===== config.mk =====
export PLATFORM = sky130hd
export DESIGN_NAME = sync_fifo_lvl
export DESIGN_NICKNAME = d
export VERILOG_FILES = /design/src/rtl/sync_fifo_pkg.sv /design/src/rtl/sync_fifo_ram.sv /design/src/rtl/sync_fifo_lvl.sv
export SDC_FILE = /design/constraint.sdc
export NUM_CORES = 1
export LEC_CHECK = 0
export CORE_UTILIZATION = 39
export DETAILED_ROUTE_END_ITERATION = 10
export PLACE_DENSITY = 0.66
export SLEW_MARGIN = 20
export SYNTH_ARGS = -nofsm -noshare
export SYNTH_HDL_FRONTEND = slang
export SYNTH_SLANG_ARGS = --single-unit

===== constraint.sdc =====
create_clock -name i_clk -period 4.6 [get_ports i_clk]
set_clock_uncertainty 0.15 [all_clocks]
set_input_delay 1.15 -clock i_clk [delete_from_list [all_inputs] [get_ports i_clk]]
set_output_delay 1.15 -clock i_clk [all_outputs]
set_load 0.01 [all_outputs]

===== src/rtl/sync_fifo_pkg.sv =====
// Shared helpers for the sync_fifo_lvl family: address/count widths and
// elaboration-time parameter legality.
package sync_fifo_pkg;

  // Address width for a DEPTH-entry store, never less than one bit.
  function automatic int clog2_min1(input int n);
    return ($clog2(n) < 1) ? 1 : $clog2(n);
  endfunction

  // The count must represent 0..DEPTH inclusive, so it needs one bit more.
  function automatic int count_width(input int depth);
    return clog2_min1(depth) + 1;
  endfunction

  function automatic bit params_ok(input int width, input int depth,
                                   input int afull_th, input int aempty_th);
    return (width >= 1) && (depth >= 2) &&
           (afull_th <= depth) && (aempty_th < depth);
  endfunction

endpackage


===== src/rtl/sync_fifo_ram.sv =====
// Storage for sync_fifo_lvl: one synchronous write port and one asynchronous
// read port, kept separate so a vendor RAM or flop array can be swapped in.
module sync_fifo_ram
  import sync_fifo_pkg::*;
#(
  parameter int WIDTH = 16,
  parameter int DEPTH = 8,
  localparam int AW   = clog2_min1(DEPTH)
) (
  input  logic             i_clk,
  input  logic             i_we,
  input  logic [AW-1:0]    i_waddr,
  input  logic [WIDTH-1:0] i_wdata,
  input  logic [AW-1:0]    i_raddr,
  output logic [WIDTH-1:0] o_rdata
);

  logic [WIDTH-1:0] mem [DEPTH];

  // NOTE: the array has no reset; contents are only observed once written,
  // and a reset would stop it from mapping onto RAM primitives.
  always_ff @(posedge i_clk) begin
    if (i_we) mem[i_waddr] <= i_wdata;
  end

  assign o_rdata = mem[i_raddr];

endmodule


===== src/rtl/sync_fifo_lvl.sv =====
// Single-clock FWFT FIFO with arbitrary depth, fill level, almost-full/empty
// thresholds and guarded push/pop. Define SYNC_FIFO_LVL_ERR_EN for sticky errors.
module sync_fifo_lvl
  import sync_fifo_pkg::*;
#(
  parameter int WIDTH     = 16,
  parameter int DEPTH     = 8,
  parameter int AFULL_TH  = DEPTH - 1,
  parameter int AEMPTY_TH = 1
) (
  input  logic                        i_clk,
  input  logic                        i_rst_n,
  input  logic [WIDTH-1:0]            i_wdata,
  input  logic                        i_push,
  input  logic                        i_pop,
  input  logic                        i_flush,
  input  logic                        i_err_clr,
  output logic [WIDTH-1:0]            o_rdata,
  output logic                        o_full,
  output logic                        o_empty,
  output logic                        o_afull,
  output logic                        o_aempty,
  output logic [count_width(DEPTH)-1:0] o_count,
  output logic                        o_overflow,
  output logic                        o_underflow
);

  localparam int AW = clog2_min1(DEPTH);
  localparam int CW = count_width(DEPTH);

  if (!params_ok(WIDTH, DEPTH, AFULL_TH, AEMPTY_TH)) begin : g_bad_params
    $error("sync_fifo_lvl: illegal WIDTH/DEPTH/AFULL_TH/AEMPTY_TH combination");
  end

  logic [AW-1:0]    wptr_q, rptr_q;
  logic [CW-1:0]    count_q, count_next;
  logic             full_q, empty_q, afull_q, aempty_q;
  logic             push_ok, pop_ok, we;
  logic [WIDTH-1:0] ram_rdata;

  // Explicit wrap at DEPTH-1 so non-power-of-two depths never leave the array.
  function automatic logic [AW-1:0] ptr_inc(input logic [AW-1:0] p);
    return (p == AW'(DEPTH - 1)) ? '0 : p + 1'b1;
  endfunction

  // When full, a same-cycle pop frees the slot the push needs.
  assign push_ok = i_push & (~full_q | i_pop);
  assign pop_ok  = i_pop & ~empty_q;
  assign we      = push_ok & ~i_flush;

  // NOTE: every always_comb output gets a default first, so no path leaves it
  // unassigned and no latch is inferred.
  always_comb begin
    count_next = count_q;
    if (i_flush) count_next = '0;
    else         count_next = count_q + CW'(push_ok) - CW'(pop_ok);
  end

  // NOTE: state flops use non-blocking assignments so every register samples
  // pre-edge values regardless of evaluation order.
  always_ff @(posedge i_clk or negedge i_rst_n) begin
    if (!i_rst_n) begin
      wptr_q <= '0;
      rptr_q <= '0;
    end else if (i_flush) begin
      wptr_q <= '0;
      rptr_q <= '0;
    end else begin
      if (push_ok) wptr_q <= ptr_inc(wptr_q);
      if (pop_ok)  rptr_q <= ptr_inc(rptr_q);
    end
  end

  // Flags are registered from count_next so they always match the count.
  always_ff @(posedge i_clk or negedge i_rst_n) begin
    if (!i_rst_n) begin
      count_q  <= '0;
      full_q   <= 1'b0;
      empty_q  <= 1'b1;
      afull_q  <= (AFULL_TH == 0);
      aempty_q <= 1'b1;
    end else begin
      count_q  <= count_next;
      full_q   <= (count_next == CW'(DEPTH));
      empty_q  <= (count_next == '0);
      afull_q  <= (count_next >= CW'(AFULL_TH));
      aempty_q <= (count_next <= CW'(AEMPTY_TH));
    end
  end

  sync_fifo_ram #(
    .WIDTH (WIDTH),
    .DEPTH (DEPTH)
  ) u_ram (
    .i_clk   (i_clk),
    .i_we    (we),
    .i_waddr (wptr_q),
    .i_wdata (i_wdata),
    .i_raddr (rptr_q),
    .o_rdata (ram_rdata)
  );

  assign o_rdata  = empty_q ? '0 : ram_rdata;
  assign o_count  = count_q;
  assign o_full   = full_q;
  assign o_empty  = empty_q;
  assign o_afull  = afull_q;
  assign o_aempty = aempty_q;

`ifdef SYNC_FIFO_LVL_ERR_EN
  logic ovf_q, unf_q;

  // A new error event outranks a same-cycle clear; flush outranks both.
  always_ff @(posedge i_clk or negedge i_rst_n) begin
    if (!i_rst_n) begin
      ovf_q <= 1'b0;
      unf_q <= 1'b0;
    end else if (i_flush) begin
      ovf_q <= 1'b0;
      unf_q <= 1'b0;
    end else begin
      if (i_push & full_q & ~i_pop) ovf_q <= 1'b1;
      else if (i_err_clr)           ovf_q <= 1'b0;
      if (i_pop & empty_q)          unf_q <= 1'b1;
      else if (i_err_clr)           unf_q <= 1'b0;
    end
  end

  assign o_overflow  = ovf_q;
  assign o_underflow = unf_q;
`else
  logic unused_err_clr;
  assign unused_err_clr = i_err_clr;
  assign o_overflow     = 1'b0;
  assign o_underflow    = 1'b0;
`endif

endmodule


Word level (Yosys, flattened, before mapping)
Memories as Yosys holds them, arrays and structs flattened.
Cells that the tools add are included.
{"block": "word_totals", "register_bits": 14, "ram_bits": 128, "out_inout_bits": 26, "wordCells": 37, "mem_count": 1}
{"block": "classes", "n_addsub": 4, "magnitude_cmp": 2, "eq_ne": 3, "n_mux": 10, "bitwise_logic": 7, "reduce_logical": 3}
{"memory": "u_ram.mem", "depth": 8, "word_bits": 16, "rd": 1, "rd_ports_with_merged_regs": 0, "write_ports": 1, "line_no": "sync_fifo_ram.sv:18", "rtl": "logic [WIDTH-1:0] mem [DEPTH];"}
{"operator": "$mux W3", "n": 6}
{"operator": "$mux W16", "n": 1}
{"operator": "$add A3 B1 Y3 const B", "n": 2}
{"operator": "$eq A3 B3 Y1 const B", "n": 2}
{"operator": "$add A4 B1 Y4", "n": 1}
{"operator": "$eq A4 B4 Y1 const B", "n": 1}
{"operator": "$ge A4 B3 Y1 const B", "n": 1}
{"operator": "$le A4 B1 Y1 const B", "n": 1}
{"operator": "$logic_not A4 Y1", "n": 1}
{"operator": "$mux W4", "n": 1}
{"operator": "$reduce_bool A2 Y1", "n": 2}
{"operator": "$sub A4 B1 Y4", "n": 1}
{"operator": "$and A1 B1 Y1", "n": 3}
{"operator": "$not A1 Y1", "n": 3}
{"operator": "$mux W1", "n": 2}
{"operator": "$or A1 B1 Y1", "n": 1}

Longest topological paths before layout
Gate-level depths: netlist of run 1.
{"block": "logic_depth", "ltp_word": 7, "mapped_depth": 10, "mapped_depth_nobuf": 9}

Modules after synthesis
A second synthesis of run 1 with hierarchy kept.
{"block": "unflattened", "cells_unflattened": 286, "hier_area_um2": 5841.9}
{"module": "sync_fifo_ram", "instances": 1, "cells_each": 198, "area_each_um2": 4973.5}
{"module": "sync_fifo_lvl", "instances": 1, "cells_each": 88, "area_each_um2": 868.3}

Worst setup path after synthesis of run 1
OpenSTA, ideal clock, no wires.
{"block": "synth_timing", "path_kind": "input to register", "startpoint": "input port i_pop", "endpoint": "memory u_ram.mem[0][0], enable pin", "setup_time_ns": 0.436, "arrival_time_ns": 3.189, "t_required_ns": 4.014, "setup_slack_ns": 0.825, "path_stages": 3, "cell_sequence": "nor2b_1 nand2b_1 nor4b_1"}
{"block": "synth_via", "elab_chain_cells": 5}
{"item": "start, declared", "line_no": "sync_fifo_lvl.sv:15", "rtl": "input logic i_pop,"}
{"item": "$or A1 B1 Y1", "line_no": "sync_fifo_lvl.sv:47", "rtl": "assign push_ok = i_push & (~full_q | i_pop);"}
{"item": "$and A1 B1 Y1", "line_no": "sync_fifo_lvl.sv:47"}
{"item": "$and A1 B1 Y1", "line_no": "sync_fifo_lvl.sv:49", "rtl": "assign we = push_ok & ~i_flush;"}
{"item": "$mux W1", "line_no": "sync_fifo_ram.sv:23", "rtl": "if (i_we) mem[i_waddr] <= i_wdata;"}
{"item": "$mux W1 (implied by the code)", "line_no": "sync_fifo_ram.sv:23"}
{"item": "end, declared", "line_no": "sync_fifo_ram.sv:18"}
Every way passes these cells.

Worst setup path in the final report of run 1
{"block": "layout_timing", "startpoint": "register rptr_q[0]", "endpoint": "output port o_rdata[9]"}
{"block": "layout_via", "elab_chain_cells": 2}
{"item": "start, declared", "line_no": "sync_fifo_lvl.sv:35", "rtl": "logic [AW-1:0] wptr_q, rptr_q;"}
{"item": "start signal, assigned", "line_no": "sync_fifo_lvl.sv:70", "rtl": "if (pop_ok) rptr_q <= ptr_inc(rptr_q);"}
{"item": "$mem_v2 Z8 W16"}
{"item": "$mux W16", "line_no": "sync_fifo_lvl.sv:103", "rtl": "assign o_rdata = empty_q ? '0 : ram_rdata;"}
{"item": "end, declared", "line_no": "sync_fifo_lvl.sv:18", "rtl": "output logic [WIDTH-1:0] o_rdata,"}
Every way passes these cells.

==> impl_metrics.py, run 1 <==
metrics = {
    "outcome": {
        "status": "finished, final reports clean",
    },
    "pwr": {
        "irDropWorstVdd_v": 0.0002641,
        "p_per_area_mw_per_mm2": 508.5,
        "p_leak_nw": 2.286,
    },
    "yosys": {
        "yosysWarnings": 0,
        "synthDistinctLibCells": 35,
        "yosysSeqAreaShare_pct": 73.30,
        "avgSynthCellArea_um2": 19.81,
        "syn_area_mm2": 0.005725,
        "synth-seq-cells": 142,
        "synthFlopType": "edfxtp_1",
        "synth_edf_count": 128,
        "synthArstFlopShare_pct": 9.859,
        "synth_cells": 289,
    },
    "cts": {
        "post_cts_buffers": 0,
        "ctsResizeCount": 0,
        "insertion_delay_ns": 0.40,
        "htreeDepth": 4,
        "postCtsHoldBufs": 0,
        "tritoncts": "built",
        "root_buffer": "clkbuf_16",
        "clock_path_buffers": 2,
        "numCtsBuffers": 17,
        "path_clk_slew_ns": 0.06,
        "clock-sinks": 142,
    },
    "timing": {
        "final-setup-viol-count": 0,
        "finalWorstSetupSlack_ns": 0.6484,
        "relSlewSlack_pct": 57.75,
        "tightestPinTransition_ns": 0.6317,
        "min_period_over_period_pct": 85.90,
        "finalHoldViolCount": 0,
        "tns_ns": 0,
        "final_max_slew_viol_count": 0,
        "fmax_mhz": 253.1,
        "rsz0062_at_grt": "no",
        "min_period_ns": 3.952,
    },
    "layout": {
        "multi_input_area_mm2": 0.001418,
        "layout.cells.non_filler": 541,
        "drive_above_1_share_pct": 22.71,
        "layout.nets": 379,
        "synthToLayoutAreaGrowth_pct": 22.16,
        "fill_cells": 1141,
        "seqCellArea_mm2": 0.004198,
        "antenna_cells": 0,
    },
    "drt": {
        "dr.first_iter.drc_count": 193,
        "via_per_inst": 5.135,
        "ant_nets": 0,
        "drcViolationCount": 0,
        "drt-total-wl_um": 10230,
        "num_vias": 2778,
        "routedWlPerCell_um": 18.91,
        "dr.pass1.iters": 4,
    },
    "placement": {
        "dp.cells": 509,
        "port_buffers": 44,
        "place_hpwl_um": 5744,
        "gp_congestion": 0.7578,
        "place_ws_ns": 0.5340,
    },
    "grt": {
        "grt_pass1_vias": 2848,
        "antenna_found_initial": 0,
        "grt_pass1_wl_um": 15700,
        "grt_use_total_pct": 14.93,
        "globalRouteOverflowTotal": 0,
        "grt_max_degree": 35,
    },
    "worst_setup_path": {
        "cp_data_arrival_time_ns": 2.65,
        "crit_slowest_cell": "dfrtp_2",
        "worstRegToRegCells": 8,
        "crit_type": "reg2out",
        "start_kind": "register",
        "worstPathRequired_ns": 3.30,
        "crit_chain": "buf_12 > mux4_2 > mux2i_1 > nor2_1 > clkdlybuf4s50_1",
        "crit_buf_inv": 2,
        "critPathMaxFanout": 21,
        "r2r_slack_ns": 1.63,
        "cp-endpoint": "o_rdata[9]",
        "path_depth": 5,
        "timing.rr.start": "o_empty",
        "cp-startpoint": "rptr_q[0]",
        "endpoint_kind": "output pin",
        "critPathTopFamily": "buffers and inverters",
        "worstReg2RegEnd": "o_full",
        "slowest_delay_ns": 0.71,
    },
    "floorplanning": {
        "ioPinCount": 48,
        "dieWidth_um": 123.2,
        "initial_utilization_pct": 40.62,
        "dieArea_mm2": 0.01517,
        "die_h_um": 123.2,
        "row_count": 43,
        "coreArea_mm2": 0.01410,
    },
    "flow_run": {
        "maxCapViolCount": 0,
    },
    "hold_path": {
        "hold_path_class": "reg2reg",
    },
}
## report_power, final
| group | internal (mW) | leakage (nW) | switching, mW |
|---|---|---|---|
| logic | 0.361 | 0.662 | 0.301 |
| registers | 1.48 | 1.34 | 0.0740 |
| clock network | 0.814 | 0.287 | 0.531 |
## worst min-delay path: stages, from the launching register on
cell and delay (ns):
dfrtp_1 0.45, o21ai_0 0.12, a21oi_1 0.08
## cells by family after synthesis
kind of cell	count (synthesis)	share of synthesized area (%)
mux	51	16.04
compound gates	13	1.377
simple gates	49	4.283
fa+ha+maj	9	2.098
xor+xnor	2	0.3060
buf+inv	22	2.535
other cells	1	0.06550
flops	142	73.30
## cell usage after synthesis, drive strengths merged, types with 5 or more instances
| library cell | n | area [um^2] |
|---|---|---|
| edfxtp | 128 | 3844 |
| mux4 | 32 | 728.2 |
| nor2 | 25 | 93.84 |
| mux2i | 19 | 190.2 |
| buf | 12 | 107.6 |
| dfrtp | 12 | 300.3 |
| ha | 8 | 100.1 |
| nor2b | 6 | 37.54 |
| a21oi | 5 | 25.02 |
| clkbuf | 5 | 18.77 |
| inv | 5 | 18.77 |
## layout make-up
class,count,share of cell area (%)
flip-flops and latches,142,60.02
inverters,5,0.2683
repair buffers,56,7.764
clock buffers,19,6.190
multi-input cells,126,20.27
well taps,180,3.220
clock inverters,13,2.272
## per-stage QoR
stage | instance area (um^2) | hold WS [ns] | power (mW) | util [%]
after floorplan | 5729 | 0.4422 | 1.983 | -
after global placement | 6402 | 0.4837 | 2.230 | 45.42
after detailed placement | 6402 | 0.5132 | 2.245 | 45.42
after CTS | 6994 | 0.5383 | 3.594 | 49.62
after global routing | 6994 | 0.5771 | 3.710 | 49.62
final | 6994 | 0.5452 | 3.557 | 49.62
## flip-flops by register name (all words and copies together), names as in the netlist
| name | cells |
|---|---|
| o_empty | 1 |
| u_ram.mem | 128 |
| rptr_q | 3 |
| o_afull | 1 |
| o_full | 1 |
| wptr_q | 3 |
| o_count | 4 |
| o_aempty | 1 |
## metal layers
layer	up-vias	wire, um	global-route usage [%]
met1	1438	4372	17.98
li1	1272	-	-
met3	8	356	4.197
met5	-	0	0
met2	60	5415	25.56
met4	0	87	5.422
## placed cells by master (no fill, tap or decap), types with 5 or more instances in the layout
cell type	instances
mux2i_1	19
nor2_1	25
clkdlybuf4s50_1	44
a21oi_1	5
ha_1	8
dfrtp_1	11
buf_4	11
inv_1	5
edfxtp_1	128
clkinv_4	5
mux4_2	30
clkbuf_16	17
nor2b_1	6
## worst min path at each step
stage / startpoint / end / slack [ns] / cells past startpoint
detailed placement: wptr_q[1] / wptr_q[1] / 0.51 / 2
CTS: wptr_q[1] / wptr_q[1] / 0.54 / 2
global route: wptr_q[1] / wptr_q[1] / 0.58 / 2
global placement: wptr_q[1] / wptr_q[1] / 0.48 / 2
finish: wptr_q[2] / wptr_q[2] / 0.55 / 2
floorplan: wptr_q[1] / wptr_q[1] / 0.44 / 2
Power figures use the tool's default switching activity.
==> inputs of run 2 (changes only) <==
--- a/config.mk
+++ b/config.mk
@@ -5,7 +5,9 @@
 export SDC_FILE = /design/constraint.sdc
 export NUM_CORES = 1
 export LEC_CHECK = 0
+export CORE_MARGIN = 2
 export CORE_UTILIZATION = 39
+export CTS_CLUSTER_SIZE = 10
 export DETAILED_ROUTE_END_ITERATION = 10
 export PLACE_DENSITY = 0.66
 export SLEW_MARGIN = 20
==> impl_metrics.py, run 2 (same netlist as run 1, synthesis figures left out) <==
metrics = {
    "timing": {
        "min_period_over_period_pct": 82.92,
        "tns_ns": 0,
        "whs_ns": 0.5602,
        "finalWorstSetupSlack_ns": 0.7855,
        "min_period_ns": 3.815,
        "final_max_slew_viol_count": 0,
        "fmax_mhz": 262.2,
        "relSlewSlack_pct": 55.86,
        "rsz0062_at_grt": "no",
        "tightestPinTransition_ns": 0.6600,
        "finalHoldViolCount": 0,
        "final-setup-viol-count": 0,
    },
    "cts": {
        "numCtsBuffers": 17,
        "postCtsHoldBufs": 0,
        "htreeDepth": 4,
        "root_buffer": "clkbuf_16",
        "ctsResizeCount": 0,
        "clock_path_buffers": 2,
        "clock-sinks": 142,
        "post_cts_buffers": 0,
        "insertion_delay_ns": 0.41,
        "tritoncts": "built",
        "path_clk_slew_ns": 0.06,
    },
    "drt": {
        "num_vias": 2823,
        "routedWlPerCell_um": 19.62,
        "ant_nets": 0,
        "drcViolationCount": 0,
        "dr.pass1.iters": 4,
        "drt-total-wl_um": 10710,
        "dr.first_iter.drc_count": 213,
        "via_per_inst": 5.170,
    },
    "floorplanning": {
        "initial_utilization_pct": 39.69,
        "row_count": 44,
        "die_h_um": 125.2,
        "dieArea_mm2": 0.01567,
        "ioPinCount": 48,
        "coreArea_mm2": 0.01442,
        "dieWidth_um": 125.2,
    },
    "pwr": {
        "seq_power_share_pct": 42.9,
        "power_mw": 3.584,
        "swShare_pct": 26.02,
        "p_comb_share_pct": 18.8,
        "clkPwrFrac_pct": 38.3,
        "irDropWorstVdd_v": 0.0002449,
        "p_leak_nw": 2.293,
        "switchingPower_mw": 0.9324,
        "p_int_mw": 2.651,
        "p_per_area_mw_per_mm2": 511.7,
    },
    "placement": {
        "place_ws_ns": 0.5276,
        "dp.cells": 514,
        "gp_congestion": 0.7301,
        "place_hpwl_um": 6057,
        "placed_cell_area_mm2": 0.006402,
        "port_buffers": 44,
    },
    "flow_run": {
        "maxCapViolCount": 0,
    },
    "layout": {
        "final_common_cell": "edfxtp_1",
        "final_area_mm2": 0.007003,
        "antenna_cells": 0,
        "layout_common_cells": "edfxtp_1, clkdlybuf4s50_1, mux4_2, nor2_1, mux2i_1",
        "drive_above_1_share_pct": 23.20,
        "layout.nets": 380,
        "regMostFlops": "u_ram.mem",
        "layout.cells.non_filler": 546,
        "largest_register_ff_count": 128,
        "final_util_pct": 48.55,
        "synthToLayoutAreaGrowth_pct": 22.31,
    },
    "worst_setup_path": {
        "worstRegToRegCells": 8,
        "cp_data_arrival_time_ns": 2.51,
        "critPathMaxFanout": 19,
        "start_kind": "register",
        "crit_type": "reg2out",
        "worstPathRequired_ns": 3.30,
        "endpoint_kind": "output pin",
    },
    "grt": {
        "antenna_found_initial": 0,
        "grt_pass1_wl_um": 16920,
        "grt_max_degree": 35,
        "globalRouteOverflowTotal": 0,
        "grt_use_total_pct": 14.56,
        "grt_pass1_vias": 2950,
    },
    "hold_path": {
        "hold_depth": 2,
        "hold_path_class": "reg2reg",
    },
    "outcome": {
        "status": "finished, final reports clean",
    },
}
==> run 2: cell count changes in the layout (fill, tap and decap cells not counted) <==
cell / previous run / this run
buf_4: 11 / 13
clkinv_4: 5 / 3
buf_12: 1 / 0
clkinv_1: 0 / 1
inv_6: 1 / 5
clkinv_2: 1 / 0
clkbuf_1: 2 / 0
==> run 2: cell type report <==
type,instances,area [um^2]
fillers,1204,7421
flip-flops and latches,142,4198
clock buffers,17,425.4
inverters,5,18.77
multi-input cells,126,1418
repair buffers,57,538.0
clock inverters,15,175.2
well taps,184,230.2
==> run 2: worst paths after layout <==
check	endpoint	slack [ns]	from
setup / recovery	o_rdata[0]	0.79	rptr_q[0]
hold / removal	wptr_q[1]	0.56	wptr_q[1]
setup reg to reg	o_full	1.57	o_empty
hold reg to reg	wptr_q[1]	0.56	wptr_q[1]
max in group asynchronous	rptr_q[0]	2.85	i_rst_n
min in group asynchronous	o_count[3]	0.99	i_rst_n
==> run 2: power groups by stage <==
stage	Clock, mW	Sequential (mW)	Combinational [mW]
after floorplan	0	1.54	0.441
after global placement	0	1.56	0.670
after global routing	1.45	1.54	0.745
after CTS	1.40	1.54	0.688
final	1.37	1.54	0.673
after detailed placement	0	1.56	0.684
==> run 2: critical path, cell delays in order (launching register included) <==
cell and delay, ns:
dfrtp_2 0.35, buf_4 0.33, mux4_1 0.61, mux2i_1 0.24, nor2_1 0.07, clkdlybuf4s50_1 0.49
==> run 2: metal layers <==
layer | track usage [%] | vias up | wire length (um)
met5 | 0 | - | 0
met3 | 3.423 | 14 | 355
met2 | 23.53 | 57 | 5339
met4 | 5.948 | 0 | 180
li1 | - | 1273 | -
met1 | 19.17 | 1479 | 4839
==> inputs of run 3 (changes only) <==
--- a/config.mk
+++ b/config.mk
@@ -9,7 +9,7 @@
 export CORE_UTILIZATION = 39
 export CTS_CLUSTER_SIZE = 10
 export DETAILED_ROUTE_END_ITERATION = 10
-export PLACE_DENSITY = 0.66
+export PLACE_DENSITY = 0.69
 export SLEW_MARGIN = 20
 export SYNTH_ARGS = -nofsm -noshare
 export SYNTH_HDL_FRONTEND = slang
==> constraint.sdc (replaced) <==
create_clock -name i_clk -period 3.3 [get_ports i_clk]
set_clock_uncertainty 0.15 [all_clocks]
set_input_delay 0.825 -clock i_clk [delete_from_list [all_inputs] [get_ports i_clk]]
set_output_delay 0.825 -clock i_clk [all_outputs]
set_load 0.01 [all_outputs]
==> impl_metrics.py, run 3 (same netlist as run 1, synthesis figures left out) <==
metrics = {
    "placement": {
        "placed_cell_area_mm2": 0.006569,
        "place_ws_ns": -0.1240,
        "port_buffers": 44,
        "gp_congestion": 0.7590,
        "place_hpwl_um": 6516,
    },
    "worst_setup_path": {
        "crit_slowest_cell": "mux4_2",
        "timing.rr.start": "o_empty",
        "critPathMaxFanout": 11,
        "critPathTopFamily": "multiplexers",
        "cp_data_arrival_time_ns": 2.29,
        "worstPathRequired_ns": 2.32,
        "crit_chain": "buf_12 > mux4_2 > mux2i_1 > nor2_1 > clkdlybuf4s50_1",
        "start_kind": "register",
        "worstReg2RegEnd": "o_full",
        "crit_type": "reg2out",
        "path_depth": 5,
        "endpoint_kind": "output pin",
        "worstRegToRegCells": 8,
        "crit_buf_inv": 2,
        "slowest_delay_ns": 0.50,
        "r2r_slack_ns": 0.66,
    },
    "timing": {
        "tns_ns": 0,
        "rsz0062_at_grt": "yes",
        "final_max_slew_viol_count": 0,
        "finalWorstSetupSlack_ns": 0.03289,
        "fmax_mhz": 306.1,
        "finalHoldViolCount": 0,
        "min_period_ns": 3.267,
        "tightestPinTransition_ns": 0.6560,
        "min_period_over_period_pct": 99.00,
        "final-setup-viol-count": 0,
        "relSlewSlack_pct": 56.13,
    },
    "floorplanning": {
        "coreArea_mm2": 0.01442,
        "die_h_um": 125.2,
        "row_count": 44,
        "initial_utilization_pct": 39.69,
        "dieArea_mm2": 0.01567,
        "dieWidth_um": 125.2,
        "ioPinCount": 48,
    },
    "layout": {
        "largest_register_ff_count": 128,
        "final_common_cell": "edfxtp_1",
        "layout.nets": 399,
        "layout_common_cells": "edfxtp_1, mux4_2, clkdlybuf4s50_1, buf_4, nor2_1",
        "final_util_pct": 50.08,
        "drive_above_1_share_pct": 27.30,
        "final_area_mm2": 0.007223,
        "regMostFlops": "u_ram.mem",
        "synthToLayoutAreaGrowth_pct": 26.16,
    },
    "hold_path": {
        "whs_endpoint": "wptr_q[1]",
        "hold_depth": 2,
        "hold_path_class": "reg2reg",
        "holdCritStartpoint": "wptr_q[1]",
    },
    "drt": {
        "dr.first_iter.drc_count": 300,
        "routedWlPerCell_um": 18.42,
        "via_per_inst": 5.120,
        "ant_nets": 0,
        "drt-total-wl_um": 10430,
        "drcViolationCount": 0,
        "dr.pass1.iters": 4,
        "num_vias": 2898,
    },
    "grt": {
        "grt_pass1_vias": 2981,
        "globalRouteOverflowTotal": 0,
        "antenna_found_initial": 0,
        "grt_pass1_wl_um": 16150,
        "grt_max_degree": 35,
        "grt_use_total_pct": 13.81,
    },
    "cts": {
        "insertion_delay_ns": 0.41,
        "tritoncts": "built",
        "clock_path_buffers": 2,
        "numCtsBuffers": 17,
        "htreeDepth": 4,
        "clock-sinks": 142,
        "root_buffer": "clkbuf_16",
        "path_clk_slew_ns": 0.06,
    },
    "outcome": {
        "status": "finished, final reports clean",
    },
    "flow_run": {
        "maxCapViolCount": 0,
    },
    "pwr": {
        "p_leak_nw": 2.570,
        "irDropWorstVdd_v": 0.0003181,
        "power_mw": 4.981,
        "p_per_area_mw_per_mm2": 689.6,
    },
}
run 3: cell count changes in the layout (fill, tap and decap cells not counted), sizes merged:
cell / previous run / this run
buf: 13 / 31
clkdlybuf4s50: 44 / 29
dlymetal6s2s: 0 / 11
inv: 13 / 7
clkinvlp: 1 / 5
dlygate4sd2: 0 / 4
clkbuf: 17 / 19
clkinv: 4 / 5
diode: 0 / 1
run 3: cell type report:
| cell class | instances | area (um^2) |
|---|---|---|
| tap | 184 | 230.2 |
| multi-input combinational | 126 | 1430 |
| clock inverter | 14 | 143.9 |
| clock buffer | 18 | 429.2 |
| antenna | 1 | 2.502 |
| fill | 1189 | 7201 |
| inverter | 5 | 18.77 |
| sequential | 142 | 4198 |
| timing repair buffer | 76 | 770.7 |
run 3: metrics by stage:
stage,cells,hold WS (ns)
2_1_floorplan,290,0.3794
3_3_place_gp,530,0.4851
3_5_place_dp,530,0.5163
4_1_cts,562,0.5232
5_1_grt,565,0.5890
6_report,566,0.5245
run 3: power by group:
group | total [mW] | internal, mW | leakage, nW | switching (mW)
logic | 1.04 | 0.566 | 0.965 | 0.474
clock network | 1.81 | 1.11 | 0.269 | 0.705
registers | 2.13 | 2.06 | 1.34 | 0.0680
run 3: per-layer routing:
layer	global-route usage, %	part of all wire [%]
met1	17.19	44
met4	4.575	1.4
met2	22.76	51
met5	0	0
met3	4.835	4.0
run 3: worst max path at each step:
stage | startpoint | endpoint | slack [ns]
after floorplan | i_pop | u_ram.mem[2][0] | -0.02
after global placement | i_pop | o_full | -0.06
after detailed placement | i_pop | o_full | -0.12
after CTS | rptr_q[0] | o_rdata[14] | -0.005
after global routing | rptr_q[0] | o_rdata[7] | -0.06
final | rptr_q[0] | o_rdata[7] | 0.03
run 3: worst min-delay path, stage by stage, from the launching register on:
cell	delay (ns)
dfrtp_1	0.45
o21ai_0	0.11
a21oi_1	0.07
run 3: repair_timing:
item	in CTS	in global routing
resized for setup	6	13
hold buffers	0	0
cloned	0	1
endpoints found under the setup margin	6	12
buffers inserted	0	2
